## config.mk

```make
export PLATFORM = sky130hd
export DESIGN_NAME = arbitro_mux4
export DESIGN_NICKNAME = d
export VERILOG_FILES = /design/src/rtl/arbitro_mux4.sv
export SDC_FILE = /design/constraint.sdc
export NUM_CORES = 1
export LEC_CHECK = 0
export ABC_CLOCK_PERIOD_IN_PS = 2200
export CAP_MARGIN = 20
export CORE_ASPECT_RATIO = 0.5
export CORE_MARGIN = 10
export CORE_UTILIZATION = 48
export DETAILED_ROUTE_END_ITERATION = 10
export GPL_TIMING_DRIVEN = 0
export PLACE_DENSITY = 0.79
export SLEW_MARGIN = 20
export SYNTH_ARGS = -nofsm -noshare
export SYNTH_HDL_FRONTEND = slang
export SYNTH_SLANG_ARGS = --single-unit
```

## constraint.sdc

```tcl
create_clock -name clk_4f -period 2.2 [get_ports clk_4f]
set_input_delay 0.22 -clock clk_4f [delete_from_list [all_inputs] [get_ports clk_4f]]
set_output_delay 0.22 -clock clk_4f [all_outputs]
set_load 0.01 [all_outputs]
```

## src/rtl/arbitro_mux4.sv

```systemverilog
// arbitro_mux4: round-robin arbiter sharing one registered ANCHO-bit output
// between four lanes, each with a one-entry valid/ready holding buffer.
// Ports: clk_4f, reset (sync, active-low), EntradaN/validEntradaN/listoEntradaN
// per lane; listoSalida in; Salida, validSalida, selector, lleno out.
// Option: define ARBITRO_IDLE_BC_EN to load 8'hBC into Salida when idle.
module arbitro_mux4 #(
  parameter int ANCHO = 8
) (
  input  logic             clk_4f,
  input  logic             reset,
  input  logic [ANCHO-1:0] Entrada0,
  input  logic [ANCHO-1:0] Entrada1,
  input  logic [ANCHO-1:0] Entrada2,
  input  logic [ANCHO-1:0] Entrada3,
  input  logic             validEntrada0,
  input  logic             validEntrada1,
  input  logic             validEntrada2,
  input  logic             validEntrada3,
  output logic             listoEntrada0,
  output logic             listoEntrada1,
  output logic             listoEntrada2,
  output logic             listoEntrada3,
  input  logic             listoSalida,
  output logic [ANCHO-1:0] Salida,
  output logic             validSalida,
  output logic [1:0]       selector,
  output logic [3:0]       lleno
);

  typedef enum logic {
    INACTIVO,
    ACTIVO
  } estado_t;

  estado_t          estado;
  estado_t          estado_n;
  logic [ANCHO-1:0] ent [4];
  logic [ANCHO-1:0] dato [4];
  logic [3:0]       valid_in;
  logic [3:0]       lleno_q;
  logic [3:0]       lleno_n;
  logic [1:0]       puntero;
  logic [1:0]       puntero_n;
  logic [ANCHO-1:0] salida_q;
  logic [ANCHO-1:0] salida_n;
  logic [1:0]       sel_q;
  logic [1:0]       sel_n;
  logic             avanza;
  logic             hay;
  logic [1:0]       g;
  logic [1:0]       idx;
  logic             gnt;

  assign ent[0] = Entrada0;
  assign ent[1] = Entrada1;
  assign ent[2] = Entrada2;
  assign ent[3] = Entrada3;

  assign valid_in = {validEntrada3, validEntrada2,
                     validEntrada1, validEntrada0};

  assign listoEntrada0 = ~lleno_q[0];
  assign listoEntrada1 = ~lleno_q[1];
  assign listoEntrada2 = ~lleno_q[2];
  assign listoEntrada3 = ~lleno_q[3];

  assign lleno       = lleno_q;
  assign Salida      = salida_q;
  assign selector    = sel_q;
  assign validSalida = (estado == ACTIVO);

  // first full lane at or after the pointer
  always_comb begin
    hay = 1'b0;
    g   = 2'd0;
    idx = 2'd0;
    for (int i = 0; i < 4; i++) begin
      idx = puntero + 2'(i);
      if (!hay && lleno_q[idx]) begin
        hay = 1'b1;
        g   = idx;
      end
    end
  end

  always_comb begin
    avanza    = (estado == INACTIVO) | listoSalida;
    estado_n  = estado;
    salida_n  = salida_q;
    sel_n     = sel_q;
    puntero_n = puntero;
    gnt       = 1'b0;
    if (avanza) begin
      if (hay) begin
        estado_n  = ACTIVO;
        salida_n  = dato[g];
        sel_n     = g;
        puntero_n = g + 2'd1;
        gnt       = 1'b1;
      end else begin
        estado_n = INACTIVO;
`ifdef ARBITRO_IDLE_BC_EN
        salida_n = ANCHO'(8'hBC);
        sel_n    = 2'd0;
`endif
      end
    end
  end

  // a granted lane is full, so capture and grant never hit the same lane
  always_comb begin
    for (int i = 0; i < 4; i++) begin
      if (lleno_q[i])
        lleno_n[i] = ~(gnt && (g == 2'(i)));
      else
        lleno_n[i] = valid_in[i];
    end
  end

  always_ff @(posedge clk_4f) begin
    if (!reset) begin
      estado   <= INACTIVO;
      lleno_q  <= 4'b0000;
      puntero  <= 2'd0;
      salida_q <= '0;
      sel_q    <= 2'd0;
      for (int i = 0; i < 4; i++)
        dato[i] <= '0;
    end else begin
      estado   <= estado_n;
      lleno_q  <= lleno_n;
      puntero  <= puntero_n;
      salida_q <= salida_n;
      sel_q    <= sel_n;
      for (int i = 0; i < 4; i++)
        if (!lleno_q[i] && valid_in[i])
          dato[i] <= ent[i];
    end
  end

endmodule

```

==> metrics.md, run 1 <==
| Metric | Value |
|---|---|
| Status | finished clean |
| Vias in the first global route | 1711 |
| Dominant synthesized flop cell | edfxtp_1 |
| Fin crit period | 1.98 ns |
| Final Routed Wirelength | 5620 um |
| Critical Path End Type | flop |
| Hold Slack | 0.469 ns |
| Post-Synth XOR/XNOR Area | 0.00388 |
| Core box area | 4470 um2 |
| WL per Instance | 17.7 um |
| P&R area growth vs syn | 34.7% |
| Inserted Clock Buffers | 5 |
| Synth warn | 0 |
| Clock sinks | 49 |
| Total negative slack | 0 ns |
| Combinational fraction of design power | 0.275 |
| CP Depth | 7 |
| EDFF count, synth | 32 |
| Number of nets in the final layout | 299 |
| Remaining DRCs | 0 |
| Via count | 1743 |
| Req. time, crit path | 2.39 ns |
| DIE AREA | 8020 um2 |
| Worst-margin pin slew | 0.812 ns |
| Diodes inserted | 0 |
| Global placement routability congestion | 0.879 |
| Most common cell after layout, fill and taps aside | clkdlybuf4s50_1 |
| Crit path launch type | flop |
| Largest net degree at the start of global routing | 17 |
| CP dominant cell by count | mux2i_1 |
| Clk pwr share | 0.289 |
| DRT iter0 DRCs | 88 |
| Compound-gate portion of the synthesized area | 0.154 |
| Final Max Slew Viols | 0 |
| Initial core utilization | 0.506 |
| Depth of the most critical reg-to-reg path | 7 |
| Syn Area/Cell | 11.6 um2 |
| GRT overflow | 0 |
| First-pass GRT wire length | 8690 um |
| Seq pwr share | 0.436 |
| PostCTS Resize Cnt | 0 |
| Flops & latches, synth | 49 |
| FFs w/ async S/R, synth | 0 |
| CP peak stage delay | 0.32 ns |
| Slew margin rel. | 0.455 |
| PortBufs | 57 |
| Post-Synthesis Cells | 195 |
| Fin crit share | 0.900 |
| Die Y | 68.5 um |
| Post-CTS Hold Fix Bufs | 0 |
| Final setup vio count | 0 |
| Syn Nets | 234 |
| Share of cells above drive strength 1 | 0.107 |
| Hold Path Class | flop to flop |
| RSZ-0062 raised after global routing | false |
| Mapped Area | 2260 um2 |
| CP Max Fanout | 10 |
| Top delay family on crit path | multiplexers |
| Clk root buf | clkbuf_8 |
| Leakage power | 1.14 nW |
| Die width | 117 um |
| Simple-Gate Fraction of Synth Area | 0.175 |
| Worst skew pair latency | 0.30 ns |
| Via density | 5.48 |
| Std-Cell Rows | 17 |
| Post-Route Utilization | 0.682 |
| Switching portion of total power | 0.282 |
| Library cells used by synthesis | 38 |
| Peak supply drop | 0.362 mV |
| Top Ports | 58 |
| CP max-delay cell | dfxtp_1 |
| Max cap viols | 0 |
| Worst-path cell chain | buf_2, mux2i_1, o22ai_1, nor2_2, buf_4, mux2i_1, o21ai_0 |
| Worst setup path category | flop to flop |
| Clock buffer depth | 2 |
| Critical path arrival | 2.17 ns |
| Final Cell Area | 3040 um2 |
| GRT Total Usage | 0.141 |
| Drt pass-1 iters | 4 |
| Cell Area, Placed | 2900 um2 |
| Largest family of logic cells by synthesized area | simple AND/OR/NAND/NOR gates |
| Clock skew | 0.0121 ns |
| Power Dens Cells | 880 nW/um2 |
| Multiplexer share of the synthesized area | 0.0399 |
| CTS tree | done |
| Hold depth | 2 |
| F_max | 505 MHz |
| Net Sw Power | 0.000756 W |
| Htree depth | 2 |
| Post-CTS Setup Bufs | 0 |
| Sequential area share after synthesis | 0.576 |
| Total chip power | 0.00268 W |
| WP buf/inv | 2 |
| Internal power | 0.00192 W |
| Routed Antenna Nets | 0 |
| Most frequent cells in the layout | 57 x clkdlybuf4s50_1, 32 x and2_1, 32 x edfxtp_1, 17 x dfxtp_1, 15 x o21ai_0 |
| Initial antenna violation count | 0 |
| Clock slew at reported path FFs | 0.09 ns |
| Final hold violations | 0 |
| Adder-Cell Fraction of Synth Area | 0 |
| HPWL reported at the end of detailed placement | 4160 um |
flip-flops by register name, indices dropped and copies added (netlist names):
signal and cells:
selector 2, Salida 8, lleno 4, dato 32, validSalida 1, puntero 2
worst min-delay path, stage by stage, from the launching register on:
cell	delay, ns
dfxtp_1	0.32
nand2_1	0.05
a21oi_1	0.06
cells in the mapped netlist (all sizes together) (2+ instances only):
cell / n / area [um2]
a21oi: 7 / 35.0
a22oi: 6 / 45.0
edfxtp: 32 / 961
inv: 9 / 33.8
a211o: 2 / 20.0
o21ai: 17 / 85.1
clkbuf: 2 / 7.51
mux2i: 9 / 90.1
nand3: 9 / 57.6
dfxtp: 17 / 340
o2bb2ai: 6 / 52.6
nand2: 6 / 32.5
o211ai: 3 / 22.5
buf: 10 / 73.8
nand3b: 2 / 15.0
and2: 33 / 209
nor3: 5 / 25.0
o311ai: 2 / 17.5
or3b: 2 / 17.5
nand2b: 3 / 18.8
a31oi: 2 / 12.5
power by group through the flow:
stage / clock network, W / registers, W / logic, W
final: 0.000775 / 0.00117 / 0.000735
after CTS: 0.000773 / 0.00117 / 0.000732
after floorplan: 0 / 0.00119 / 0.000412
after detailed placement: 0 / 0.00119 / 0.000726
after global routing: 0.000816 / 0.00118 / 0.000791
after global placement: 0 / 0.00118 / 0.000708
path summary, 6_finish.rpt:
check                           slack, ns           to   startpoint
worst max-delay path                 0.22    Salida[7]   puntero[1]
worst min-delay path                 0.47  selector[1]  selector[1]
worst max register to register       0.22    Salida[7]   puntero[1]
worst min register to register       0.47  selector[1]  selector[1]
cell families (layout without fill, tap and decap cells):
family                 after synthesis  in the layout
XOR/XNOR                             1              1
flip-flops                          49             49
multiplexers                         9              9
AND/OR/NAND/NOR                     63             63
AO/OA/AOI/OAI                       52             52
buffers and inverters               21             87
through the flow:
step / setup WS [ns] / instances
2_1_floorplan: 0.464 / 195
3_3_place_gp: -0.123 / 309
3_5_place_dp: -0.138 / 309
4_1_cts: 0.166 / 317
5_1_grt: 0.0539 / 318
6_report: 0.219 / 318
routing by layer:
layer,track usage,vias up,part of all wire
met2,0.231,56,0.48
met5,0,-,0
met1,0.180,846,0.45
li1,-,839,-
met3,0.0379,2,0.063
met4,0.0489,0,0.0073
layout make-up:
| type | count | area (um2) |
|---|---|---|
| fillers | 346 | 1420 |
| clock inverters | 3 | 68.8 |
| repair buffers | 58 | 576 |
| flip-flops and latches | 49 | 1300 |
| well taps | 57 | 71.3 |
| multi-input cells | 125 | 843 |
| clock buffers | 5 | 68.8 |
| plain buffers | 12 | 81.3 |
| inverters | 9 | 33.8 |
No activity file was read; power rests on OpenSTA's default activity.
==> run 2, diff against run 1 <==
--- a/config.mk
+++ b/config.mk
@@ -6,7 +6,6 @@
 export NUM_CORES = 1
 export LEC_CHECK = 0
 export ABC_CLOCK_PERIOD_IN_PS = 2200
-export CAP_MARGIN = 20
 export CORE_ASPECT_RATIO = 0.5
 export CORE_MARGIN = 10
 export CORE_UTILIZATION = 48
==> run 2 against run 1 <==
Net effect:
- via count barely moved
- setup slack lost 0.019 ns
- largest power group unchanged
- flip-flop and latch count is the same
==> metrics.md, run 2 (synthesis results as in run 1) <==
| Metric | Value |
|---|---|
| DIE AREA | 8020 um2 |
| GRT Total Usage | 0.141 |
| Clock sinks | 49 |
| Post-CTS Hold Fix Bufs | 0 |
| DRT iter0 DRCs | 73 |
| Most frequent cells in the layout | 57 x clkdlybuf4s50_1, 32 x and2_1, 32 x edfxtp_1, 17 x dfxtp_1, 15 x o21ai_0 |
| Clk root buf | clkbuf_8 |
| Clock slew at reported path FFs | 0.09 ns |
| Total area of sequential cells | 1300 um2 |
| Core box area | 4470 um2 |
| Hold path start | selector[1] |
| Depth of the most critical reg-to-reg path | 7 |
| Largest net degree at the start of global routing | 17 |
| Hold EP | selector[1] |
| Total chip power | 0.00267 W |
| Fin crit share | 0.909 |
| Power Dens Cells | 878 nW/um2 |
| Die Y | 68.5 um |
| Final Non-Filler Cells | 317 |
| R2R Path Start | puntero[1] |
| Max reg flops | 32 |
| CTS tree | done |
| F_max | 500 MHz |
| Peak supply drop | 0.361 mV |
| PostCTS Resize Cnt | 0 |
| Hold Path Class | flop to flop |
| Inserted Clock Buffers | 5 |
| Top Ports | 58 |
| Most common cell after layout, fill and taps aside | clkdlybuf4s50_1 |
| Initial antenna violation count | 0 |
| Crit path launch type | input port |
| Worst-margin pin slew | 1.01 ns |
| Via count | 1742 |
| Global placement routability congestion | 0.879 |
| Number of nets in the final layout | 298 |
| Fill count | 346 |
| Leakage power | 1.13 nW |
| GRT overflow | 0 |
| Post-Route Utilization | 0.680 |
| Vias in the first global route | 1711 |
| Via density | 5.50 |
| Critical path arrival | 1.92 ns |
| Critical R2R Capture | Salida[6] |
| Die width | 117 um |
| Final hold violations | 0 |
| Final setup vio count | 0 |
| Flop-to-flop setup slack | 0.22 ns |
| Final Routed Wirelength | 5580 um |
| Max cap viols | 0 |
| Critical Path End Type | flop |
| Post-CTS Setup Bufs | 0 |
| Initial core utilization | 0.506 |
| Htree depth | 2 |
| Share of cells above drive strength 1 | 0.104 |
| PortBufs | 57 |
| Hold depth | 2 |
| Std-Cell Rows | 17 |
| Req. time, crit path | 2.12 ns |
| Diodes inserted | 0 |
| Worst skew pair latency | 0.30 ns |
| Routed Antenna Nets | 0 |
| Fin crit period | 2.00 ns |
| Status | finished clean |
| CP Max Fanout | 10 |
| Area of the multi-input gates | 843 um2 |
| Worst setup path category | input port to flop |
| Total negative slack | 0 ns |
| WL per Instance | 17.6 um |
| Cell Count Post-Placement | 309 |
| Final Max Slew Viols | 0 |
| Slew margin rel. | 0.317 |
| Clock skew | 0.00834 ns |
| Drt pass-1 iters | 4 |
| Top reg by flops | dato |
| Clock buffer depth | 2 |
| RSZ-0062 raised after global routing | false |
| P&R area growth vs syn | 34.5% |
| Remaining DRCs | 0 |
| HPWL reported at the end of detailed placement | 4160 um |
| First-pass GRT wire length | 8690 um |
## run 2: cell types whose count changed in the layout (fill, tap and decap cells not counted)
cell   delta
buf_2     -1
## run 2: worst max-delay path by stage
stage	slack, ns	to	startpoint	cells past startpoint
6_report	0.20	dato[1][3]	reset	4
5_1_grt	0.05	Salida[6]	puntero[1]	7
4_1_cts	0.17	dato[2][4]	reset	4
3_5_place_dp	-0.14	dato[2][0]	reset	4
3_3_place_gp	-0.12	dato[2][0]	reset	4
2_1_floorplan	0.46	Salida[2]	lleno[2]	8
## run 2: area by class of cell
| class | instances | share of cell area |
|---|---|---|
| Buffer | 12 | 0.0268 |
| Inverter | 9 | 0.0111 |
| Multi-Input combinational cell | 125 | 0.277 |
| Tap cell | 57 | 0.0235 |
| Timing Repair Buffer | 57 | 0.188 |
| Clock buffer | 5 | 0.0226 |
| Sequential cell | 49 | 0.428 |
| Clock inverter | 3 | 0.0226 |
## run 2: through the flow
step           setup slack, ns  hold slack (ns)  area [um2]
2_1_floorplan            0.464            0.418        2260
3_5_place_dp            -0.138            0.458        2900
4_1_cts                  0.166            0.472        3040
3_3_place_gp            -0.123            0.447        2900
5_1_grt                 0.0539            0.502        3040
6_report                 0.200            0.466        3040
## run 2: where the power goes
group | switching (W) | internal [W] | leakage (nW)
Clock | 0.000313 | 0.000458 | 0.0687
Combinational | 0.000376 | 0.000356 | 0.580
Sequential | 0.0000605 | 0.00111 | 0.486
## run 2: worst max-delay path: stages
cell and delay [ns]:
clkdlybuf4s50_1 0.54, buf_2 0.28, clkbuf_1 0.39, o21ai_0 0.49
## run 2: per-layer routing
| metal | GRT usage | up-vias | routed length (um) | part of all wire |
|---|---|---|---|---|
| met5 | 0 | - | 0 | 0 |
| met4 | 0.0489 | 0 | 58 | 0.010 |
| met3 | 0.0379 | 5 | 411 | 0.074 |
| met2 | 0.231 | 59 | 2630 | 0.47 |
| met1 | 0.180 | 837 | 2470 | 0.44 |
| li1 | - | 841 | - | - |
==> run 3, diff against run 2 <==
--- a/config.mk
+++ b/config.mk
@@ -5,7 +5,7 @@
 export SDC_FILE = /design/constraint.sdc
 export NUM_CORES = 1
 export LEC_CHECK = 0
-export ABC_CLOCK_PERIOD_IN_PS = 2200
+export ABC_CLOCK_PERIOD_IN_PS = 2000
 export CORE_ASPECT_RATIO = 0.5
 export CORE_MARGIN = 10
 export CORE_UTILIZATION = 48
==> constraint.sdc (replaced) <==
create_clock -name clk_4f -period 2 [get_ports clk_4f]
set_input_delay 0.2 -clock clk_4f [delete_from_list [all_inputs] [get_ports clk_4f]]
set_output_delay 0.2 -clock clk_4f [all_outputs]
set_load 0.01 [all_outputs]
==> run 3 against run 2 <==
Net effect:
- non-clock buffer count rose by 2
- via count fell by 0.80%
- first-iteration DRC count fell by 9.6%
- clock power rose by 10%
- sequential power rose by 10%
- clock-buffer cell count did not move
- total power rose by 12%
- critical endpoint is now Salida[6]
- largest cell class unchanged
- largest power group unchanged
- highest routed layer unchanged
==> metrics.md, run 3 (synthesis results as in run 1) <==
| Metric | Value |
|---|---|
| Slew margin rel. | 0.440 |
| Worst setup path category | flop to flop |
| Largest net degree at the start of global routing | 17 |
| Pre-CTS setup slack | -0.318 ns |
| Core box area | 4470 um2 |
| Initial core utilization | 0.506 |
| P&R area growth vs syn | 36.4% |
| Fin crit period | 1.89 ns |
| Most frequent cells in the layout | 57 x clkdlybuf4s50_1, 32 x and2_1, 32 x edfxtp_1, 17 x dfxtp_1, 14 x o21ai_0 |
| Peak supply drop | 0.396 mV |
| Htree depth | 2 |
| Initial antenna violation count | 0 |
| Leakage power | 1.15 nW |
| Req. time, crit path | 2.18 ns |
| Final setup vio count | 0 |
| Die width | 117 um |
| F_max | 529 MHz |
| DRT iter0 DRCs | 66 |
| Hold path start | selector[1] |
| Status | finished clean |
| Via density | 5.42 |
| Inserted Clock Buffers | 5 |
| CP Max Fanout | 10 |
| Clock sinks | 49 |
| Flop-to-flop setup slack | 0.11 ns |
| Clock buffer depth | 2 |
| Share of cells above drive strength 1 | 0.134 |
| Max reg flops | 32 |
| RSZ-0062 raised after global routing | false |
| Vias in the first global route | 1711 |
| Depth of the most critical reg-to-reg path | 7 |
| Total negative slack | 0 ns |
| PortBufs | 57 |
| Final hold violations | 0 |
| Number of nets in the final layout | 300 |
| Critical Path End Type | flop |
| Fill count | 331 |
| Routed Antenna Nets | 0 |
| Total chip power | 0.00299 W |
| Final Routed Wirelength | 5600 um |
| Clock slew at reported path FFs | 0.09 ns |
| WL per Instance | 17.6 um |
| Global placement routability congestion | 0.879 |
| Hold EP | selector[1] |
| Final Cell Area | 3080 um2 |
| Final Max Slew Viols | 0 |
| Max cap viols | 0 |
| Hold Path Class | flop to flop |
| Worst skew pair latency | 0.30 ns |
| Post-Route Utilization | 0.690 |
| GRT Total Usage | 0.141 |
| DIE AREA | 8020 um2 |
| Setup WS post-layout | 0.111 ns |
| Worst-margin pin slew | 0.834 ns |
| First-pass GRT wire length | 8690 um |
| CTS tree | done |
| Remaining DRCs | 0 |
| Most common cell after layout, fill and taps aside | clkdlybuf4s50_1 |
| Clock skew | 0.00976 ns |
| Top Ports | 58 |
| Clk root buf | clkbuf_8 |
| R2R Path Start | puntero[1] |
| Critical R2R Capture | Salida[6] |
| Crit path launch type | flop |
| HPWL reported at the end of detailed placement | 4160 um |
| Die Y | 68.5 um |
| Fin crit share | 0.944 |
| Critical path arrival | 2.07 ns |
| Drt pass-1 iters | 5 |
| Power Dens Cells | 970 nW/um2 |
| Cell Area, Placed | 2900 um2 |
| Std-Cell Rows | 17 |
| Top reg by flops | dato |
| Hold depth | 2 |
| Diodes inserted | 0 |
| GRT overflow | 0 |
| Via count | 1728 |
[run 3: cell count changes in the layout (fill, tap and decap cells not counted)]
cell     before  now
o21ai_0      15   14
mux2i_2       0    5
o22ai_2       0    1
o22ai_1       1    0
buf_6         3    4
o21ai_1       2    3
buf_4         2    3
mux2i_1       9    4
[run 3: timing repair]
action / CTS / global route
resized for setup: 1 / 8
hold buffers: 0 / 0
pin swaps: 0 / 1
endpoints found under the setup margin: 8 / 15
buffers inserted: 0 / 2
[run 3: cell type report]
| cell class | count | area [um2] | share of cell area |
|---|---|---|---|
| clock buffers | 5 | 68.8 | 0.0223 |
| multi-input cells | 125 | 868 | 0.282 |
| inverters | 9 | 33.8 | 0.0110 |
| flip-flops and latches | 49 | 1300 | 0.422 |
| plain buffers | 12 | 85.1 | 0.0276 |
| clock inverters | 3 | 68.8 | 0.0223 |
| well taps | 57 | 71.3 | 0.0231 |
| repair buffers | 59 | 586 | 0.190 |
[run 3: worst max path at each step]
stage	start	end	depth (start not counted)
finish	puntero[1]	Salida[6]	7
global route	puntero[1]	Salida[6]	7
CTS	reset	dato[0][5]	4
detailed placement	reset	dato[2][0]	4
global placement	reset	dato[2][0]	4
floorplan	lleno[2]	Salida[2]	8
[run 3: stage by stage]
step | std cells | hold WS (ns)
finish | 319 | 0.467
global route | 319 | 0.502
floorplan | 195 | 0.398
global placement | 309 | 0.447
CTS | 317 | 0.472
detailed placement | 309 | 0.458
[run 3: critical path: stages (launching register included)]
cell and delay [ns]:
dfxtp_1 0.32, buf_2 0.21, mux2i_1 0.23, o22ai_2 0.14, nor2_2 0.29, buf_6 0.21, mux2i_2 0.27, o21ai_0 0.11
[run 3: per-layer routing]
layer | global-route usage | share of wire
met2 | 0.231 | 0.47
met4 | 0.0489 | 0.011
met5 | 0 | 0
met1 | 0.180 | 0.44
met3 | 0.0379 | 0.074
[run 3: report_power, final]
part           leakage, nW  internal, W  switching, W  total, W
Clock               0.0687     0.000504      0.000343  0.000847
Sequential           0.486      0.00122     0.0000715   0.00129
Combinational        0.590     0.000431      0.000425  0.000855
